$ cat src/rtl/mc_ctrl_defs_pkg.sv
// rtl/mc_ctrl_defs_pkg.sv - shared encodings for the multicycle control path
// State, opcode/funct, extender, ALU and mux-select codes used by control and datapath.
package mc_ctrl_defs_pkg;

   typedef enum logic [3:0] {
      S_IDLE   = 4'd0,
      S_FETCH  = 4'd1,
      S_DECODE = 4'd2,
      S_MEMADR = 4'd3,
      S_MEMRD  = 4'd4,
      S_MEMWR  = 4'd5,
      S_MEMWB  = 4'd6,
      S_EXEC_R = 4'd7,
      S_EXEC_I = 4'd8,
      S_ALUWB  = 4'd9,
      S_BRANCH = 4'd10,
      S_JUMP   = 4'd11
   } state_t;

   localparam logic [5:0] OP_RTYPE = 6'h00;
   localparam logic [5:0] OP_J     = 6'h02;
   localparam logic [5:0] OP_BEQ   = 6'h04;
   localparam logic [5:0] OP_ADDI  = 6'h08;
   localparam logic [5:0] OP_ANDI  = 6'h0C;
   localparam logic [5:0] OP_ORI   = 6'h0D;
   localparam logic [5:0] OP_LUI   = 6'h0F;
   localparam logic [5:0] OP_LW    = 6'h23;
   localparam logic [5:0] OP_SW    = 6'h2B;

   localparam logic [5:0] FN_ADD = 6'h20;
   localparam logic [5:0] FN_SUB = 6'h22;
   localparam logic [5:0] FN_AND = 6'h24;
   localparam logic [5:0] FN_OR  = 6'h25;
   localparam logic [5:0] FN_SLT = 6'h2A;

   localparam logic [1:0] EXT_SIGN = 2'b00;
   localparam logic [1:0] EXT_ZERO = 2'b01;
   localparam logic [1:0] EXT_LUI  = 2'b10;

   localparam logic [2:0] ALU_AND = 3'b000;
   localparam logic [2:0] ALU_OR  = 3'b001;
   localparam logic [2:0] ALU_ADD = 3'b010;
   localparam logic [2:0] ALU_SUB = 3'b110;
   localparam logic [2:0] ALU_SLT = 3'b111;

   localparam logic [1:0] PCSRC_ALU    = 2'b00;
   localparam logic [1:0] PCSRC_ALUOUT = 2'b01;
   localparam logic [1:0] PCSRC_JUMP   = 2'b10;

   localparam logic [1:0] SRCB_RT      = 2'b00;
   localparam logic [1:0] SRCB_FOUR    = 2'b01;
   localparam logic [1:0] SRCB_IMM     = 2'b10;
   localparam logic [1:0] SRCB_IMM_SH2 = 2'b11;

endpackage

$ cat src/rtl/mc_alu_decoder.sv
// rtl/mc_alu_decoder.sv - R-type funct to ALU operation decode
// The valid flag lets DECODE reject unsupported functs before EXEC_R is entered.
module mc_alu_decoder
   import mc_ctrl_defs_pkg::*;
(
   input  logic [5:0] funct,
   output logic [2:0] alu_ctrl,
   output logic       valid
);

   always_comb begin
      alu_ctrl = ALU_ADD;
      valid    = 1'b1;
      case (funct)
         FN_ADD:  alu_ctrl = ALU_ADD;
         FN_SUB:  alu_ctrl = ALU_SUB;
         FN_AND:  alu_ctrl = ALU_AND;
         FN_OR:   alu_ctrl = ALU_OR;
         FN_SLT:  alu_ctrl = ALU_SLT;
         default: valid    = 1'b0;
      endcase
   end

endmodule

$ cat src/rtl/mc_control.sv
// rtl/mc_control.sv - multicycle MIPS-subset control FSM
// Moore outputs from the registered state; op/funct come from the stable IR.
module mc_control
   import mc_ctrl_defs_pkg::*;
(
   input  logic       clk,
   input  logic       rst_n,
   input  logic [5:0] op,
   input  logic [5:0] funct,
   input  logic       zero,
   input  logic       mem_ready,
   output logic       mem_rd,
   output logic       mem_wr,
   output logic       iord,
   output logic       ir_wr,
   output logic       pc_en,
   output logic [1:0] pc_src,
   output logic       reg_wr,
   output logic       reg_dst,
   output logic       mem_to_reg,
   output logic       alu_src_a,
   output logic [1:0] alu_src_b,
   output logic [2:0] alu_ctrl,
   output logic [1:0] ext_sel,
   output logic       illegal
);

   state_t     r_state;
   state_t     w_next;
   logic       w_pc_write;
   logic       w_pc_write_cond;
   logic [2:0] w_fn_alu;
   logic       w_fn_valid;

   mc_alu_decoder u_alu_dec (
      .funct    (funct),
      .alu_ctrl (w_fn_alu),
      .valid    (w_fn_valid)
   );

   always_ff @(posedge clk or negedge rst_n) begin
      if (!rst_n) r_state <= S_IDLE;
      else        r_state <= w_next;
   end

   assign pc_en = w_pc_write | (w_pc_write_cond & zero);

   always_comb begin
      w_next          = r_state;
      w_pc_write      = 1'b0;
      w_pc_write_cond = 1'b0;
      mem_rd          = 1'b0;
      mem_wr          = 1'b0;
      iord            = 1'b0;
      ir_wr           = 1'b0;
      pc_src          = PCSRC_ALU;
      reg_wr          = 1'b0;
      reg_dst         = 1'b0;
      mem_to_reg      = 1'b0;
      alu_src_a       = 1'b0;
      alu_src_b       = SRCB_RT;
      alu_ctrl        = ALU_AND;
      ext_sel         = EXT_SIGN;
      illegal         = 1'b0;
      case (r_state)
         S_IDLE: w_next = S_FETCH;
         S_FETCH: begin
            mem_rd    = 1'b1;
            alu_src_b = SRCB_FOUR;
            alu_ctrl  = ALU_ADD;
            if (mem_ready) begin
               ir_wr      = 1'b1;
               w_pc_write = 1'b1;
               w_next     = S_DECODE;
            end
         end
         S_DECODE: begin
            // Speculatively compute the branch target into ALUOut.
            alu_src_b = SRCB_IMM_SH2;
            alu_ctrl  = ALU_ADD;
            case (op)
               OP_RTYPE: begin
                  if (w_fn_valid) w_next = S_EXEC_R;
                  else begin
                     illegal = 1'b1;
                     w_next  = S_FETCH;
                  end
               end
               OP_LW, OP_SW:                    w_next = S_MEMADR;
               OP_BEQ:                          w_next = S_BRANCH;
               OP_J:                            w_next = S_JUMP;
               OP_ADDI, OP_ANDI, OP_ORI, OP_LUI: w_next = S_EXEC_I;
               default: begin
                  illegal = 1'b1;
                  w_next  = S_FETCH;
               end
            endcase
         end
         S_MEMADR: begin
            alu_src_a = 1'b1;
            alu_src_b = SRCB_IMM;
            alu_ctrl  = ALU_ADD;
            w_next    = (op == OP_LW) ? S_MEMRD : S_MEMWR;
         end
         S_MEMRD: begin
            mem_rd = 1'b1;
            iord   = 1'b1;
            if (mem_ready) w_next = S_MEMWB;
         end
         S_MEMWR: begin
            mem_wr = 1'b1;
            iord   = 1'b1;
            if (mem_ready) w_next = S_FETCH;
         end
         S_MEMWB: begin
            reg_wr     = 1'b1;
            mem_to_reg = 1'b1;
            w_next     = S_FETCH;
         end
         S_EXEC_R: begin
            alu_src_a = 1'b1;
            alu_ctrl  = w_fn_alu;
            w_next    = S_ALUWB;
         end
         S_EXEC_I: begin
            alu_src_a = 1'b1;
            alu_src_b = SRCB_IMM;
            w_next    = S_ALUWB;
            case (op)
               OP_ANDI: begin ext_sel = EXT_ZERO; alu_ctrl = ALU_AND; end
               OP_ORI:  begin ext_sel = EXT_ZERO; alu_ctrl = ALU_OR;  end
               OP_LUI:  begin ext_sel = EXT_LUI;  alu_ctrl = ALU_OR;  end
               default: begin ext_sel = EXT_SIGN; alu_ctrl = ALU_ADD; end
            endcase
         end
         S_ALUWB: begin
            reg_wr  = 1'b1;
            reg_dst = (op == OP_RTYPE);
            w_next  = S_FETCH;
         end
         S_BRANCH: begin
            alu_src_a       = 1'b1;
            alu_ctrl        = ALU_SUB;
            w_pc_write_cond = 1'b1;
            pc_src          = PCSRC_ALUOUT;
            w_next          = S_FETCH;
         end
         S_JUMP: begin
            w_pc_write = 1'b1;
            pc_src     = PCSRC_JUMP;
            w_next     = S_FETCH;
         end
         default: w_next = S_FETCH;
      endcase
   end

endmodule
$ cat config.mk
export PLATFORM = sky130hd
export DESIGN_NAME = mc_control
export DESIGN_NICKNAME = d
export VERILOG_FILES = /design/src/rtl/mc_ctrl_defs_pkg.sv /design/src/rtl/mc_alu_decoder.sv /design/src/rtl/mc_control.sv
export SDC_FILE = /design/constraint.sdc
export NUM_CORES = 1
export LEC_CHECK = 0
export CORE_MARGIN = 1
export CORE_UTILIZATION = 30
export CTS_CLUSTER_DIAMETER = 80
export DETAILED_ROUTE_END_ITERATION = 16
export GPL_ROUTABILITY_DRIVEN = 0
export GPL_TIMING_DRIVEN = 0
export SETUP_SLACK_MARGIN = 0.5
export SYNTH_ARGS = -nofsm -noshare
export SYNTH_HDL_FRONTEND = slang
export SYNTH_HIERARCHICAL = 1
export SYNTH_SLANG_ARGS = --single-unit
$ cat constraint.sdc
create_clock -name clk -period 1.4 [get_ports clk]
set_input_delay 0.21 -clock clk [delete_from_list [all_inputs] [get_ports clk]]
set_output_delay 0.21 -clock clk [all_outputs]
set_load 0.01 [all_outputs]
==> impl_results.md <==
- Final nets: 207
- CP Cell Sequence: buf_8 -> buf_6 -> buf_6 -> buf_6 -> xnor2_2 -> nor3_2 -> buf_2
- Post-synth EDFFs: 0
- Most frequent cell on the critical path: buf_6
- Failing checks: setup timing
- Starting density of the core: 32.7%
- Synth warn: 6
- Post-synth top area share: 13.3%
- HP Class: primary input to asynchronous set/reset pin
- Final Hold Slack: 180 ps
- Mapped cell area: 752 um2
- CP max stage cell: dfrtp_2
- Max FFs per register: 4
- Area Overhead vs Synth: 147%
- CTS root buf: clkbuf_4
- Largest regs: r_state x4
- Area leader, netlist: dfrtp_1
- Synth area leaders: dfrtp_1 13%, nor2_1 8.0%, nand2b_1 6.7%
- Worst slew pin tran: 317 ps
- Register area share after synthesis: 13.3%
- Detailed placement HPWL: 1.82 mm
- Net Count, Synth: 119
- Critical path buffer and inverter count: 5
- Setup-failing EPs final: 22
- Critical setup path kind: flip-flop to output port
- Max stage delay on crit path: 440 ps
- Pleak: 0.852 nW
- Post-synth cell types: 43
- Routed via count: 1,276
- Slew margin rel.: 78.8%
- ANT cells: 0
- Final max-slew violation count: 0
- Launching point of the worst reg2reg path: r_state[2]
- Max-Cap Viols: 0
- Final instance area: 0.00185 mm2
- Die H: 52.1 um
- Final period util: 132%
- Most common library cells after synthesis: 16 x nor2_1, 8 x nand2b_1, 6 x nand2_1, 6 x o21ai_0
- Remaining global-route overflow: 0
- Dpl ws: -998 ps
- I/O Pins: 35
- Die width: 52.1 um
- Layout cell share with drive strength beyond 1: 73.0%
- Levels on crit path: 7
- Buffers on Ports: 31
- GRT Overall Usage: 24.2%
- Drt wl/cell: 19.2 um
- Seq cells post-synth: 4
- Fmax: 0.543 GHz
- Pwr Density: 1720 mW/mm2
- ANT nets after route: 0
- Vias per cell: 5.88
- Period minus WS final: 1840 ps
- Initial antenna violation count: 0
- CTS tree: yes
- Starting DRC count in detailed routing: 25
- Vias in the first global route: 1,097
- Htree depth: 1
- # DRC: 0
- Worst endpoint data arrival time: 1630 ps
- R2R Path End: r_state[0]
- CP startpoint kind: flip-flop
- Top delay family on crit path: buffers and inverters
- Die ar.: 0.00271 mm2
- Setup TNS: -6560 ps
- Largest net degree at the start of global routing: 11
- Cts hold-fix bufs: 0
- Main flop type after synthesis: dfrtp_1
- TritonCTS Buffers: 3
- First-pass iteration count of the detailed router: 4
- Critical path capture point: mem_rd
- Outcome: finished, violations left
- Mapped Cells: 103
- Final hold viol count: 0
- DRT Wirelength: 4.17 mm
- Core Util, Final: 80.7%
- Cell with the most instances after synthesis: nor2_1
- First-pass GRT wire length: 4.89 mm
- Register-to-register setup slack: -370 ps
- Worst Path Required: 1190 ps
- Critical Path Start: r_state[0]
- R2R cell count: 8
- Placed cell area: 0.00121 mm2
- Synth Area per Inst: 7.30 um2
- Setup repair after global routing missed its margin: yes
- FP Rows: 17
- Clock buffer depth: 2
- Crit. End Element: output port
- Crit Path Max Fanout: 6
- Clk slew on worst S/H paths: 40 ps
- Largest reg by FF count: r_state
- Post-Route Skew: 3.29 ps
- Worst ir drop on vdd: 1.41 mV
- Clk sinks: 4
- Final worst setup slack: -442 ps
- Post-synthesis async set-or-reset flop share: 100%
- Skew-Pair Late Insertion Delay: 250 ps
- Core area: 0.00230 mm2
[worst min path at each step]
stage,to,slack [ps],depth (start not counted)
CTS,r_state[2],180,1
global route,r_state[3],200,1
detailed placement,r_state[1],420,1
floorplan,r_state[0],-90,0
finish,r_state[3],180,1
global placement,r_state[2],420,1
[timing repair]
action,in CTS,in global routing
pin swaps,11,21
endpoints found under the setup margin,23,23
gates cloned,0,1
buffers inserted,27,24
resized for setup,158,28
hold endpoints to repair,0,0
[per-stage QoR]
stage	power, mW	cells
4_1_cts	2.37	192
6_report	3.19	217
3_5_place_dp	1.75	162
5_1_grt	3.32	217
2_1_floorplan	1.21	103
3_3_place_gp	1.76	162
[per-layer routing]
layer / share of wire, % / GRT usage, % / vias up
li1: - / - / 559
met1: 37 / 25.3 / 614
met2: 50 / 47.9 / 78
met3: 6.6 / 2.05 / 25
met4: 6.3 / 10.4 / 0
met5: 0 / 0 / -
[cell families (layout without fill, tap and decap cells)]
logic type | count (synthesis) | count (layout) | share of synthesized area (%)
simple gates | 57 | 57 | 46.6
compound gates | 28 | 28 | 27.0
buf+inv | 10 | 96 | 8.15
flops | 4 | 4 | 13.3
xor+xnor | 3 | 3 | 3.49
mux | 1 | 1 | 1.50
[report_power, final]
group	internal (mW)	switching [mW]	total (mW)
logic	1.52	1.26	2.78
registers	0.169	0.0749	0.244
clock network	0.0969	0.0624	0.159
total	1.79	1.40	3.19
[layout by cell type, fill, tap and decap left out, drive strengths merged, types with 2 or more instances in the layout]
cell           instances
nand2                  6
nand2b                 9
nand4bb                2
clkdlybuf4s50          3
nor2                  16
nand3                  4
nor3                   5
nand4                  3
xnor2                  2
buf                   82
a21boi                 2
o21ai                  6
a22oi                  2
clkdlybuf4s15          3
a21oi                  5
dfrtp                  4
nor4b                  2
inv                    3
clkbuf                 4
nand3b                 3
[layout make-up]
cell class	count	area (um2)
Buffer	7	85.1
Clock buffer	3	22.5
Fill cell	145	443
Inverter	3	11.3
Multi-Input combinational cell	89	848
Sequential cell	4	104
Tap cell	28	35.0
Timing Repair Buffer	83	748
Note: power is estimated with default switching activity, not from simulation.
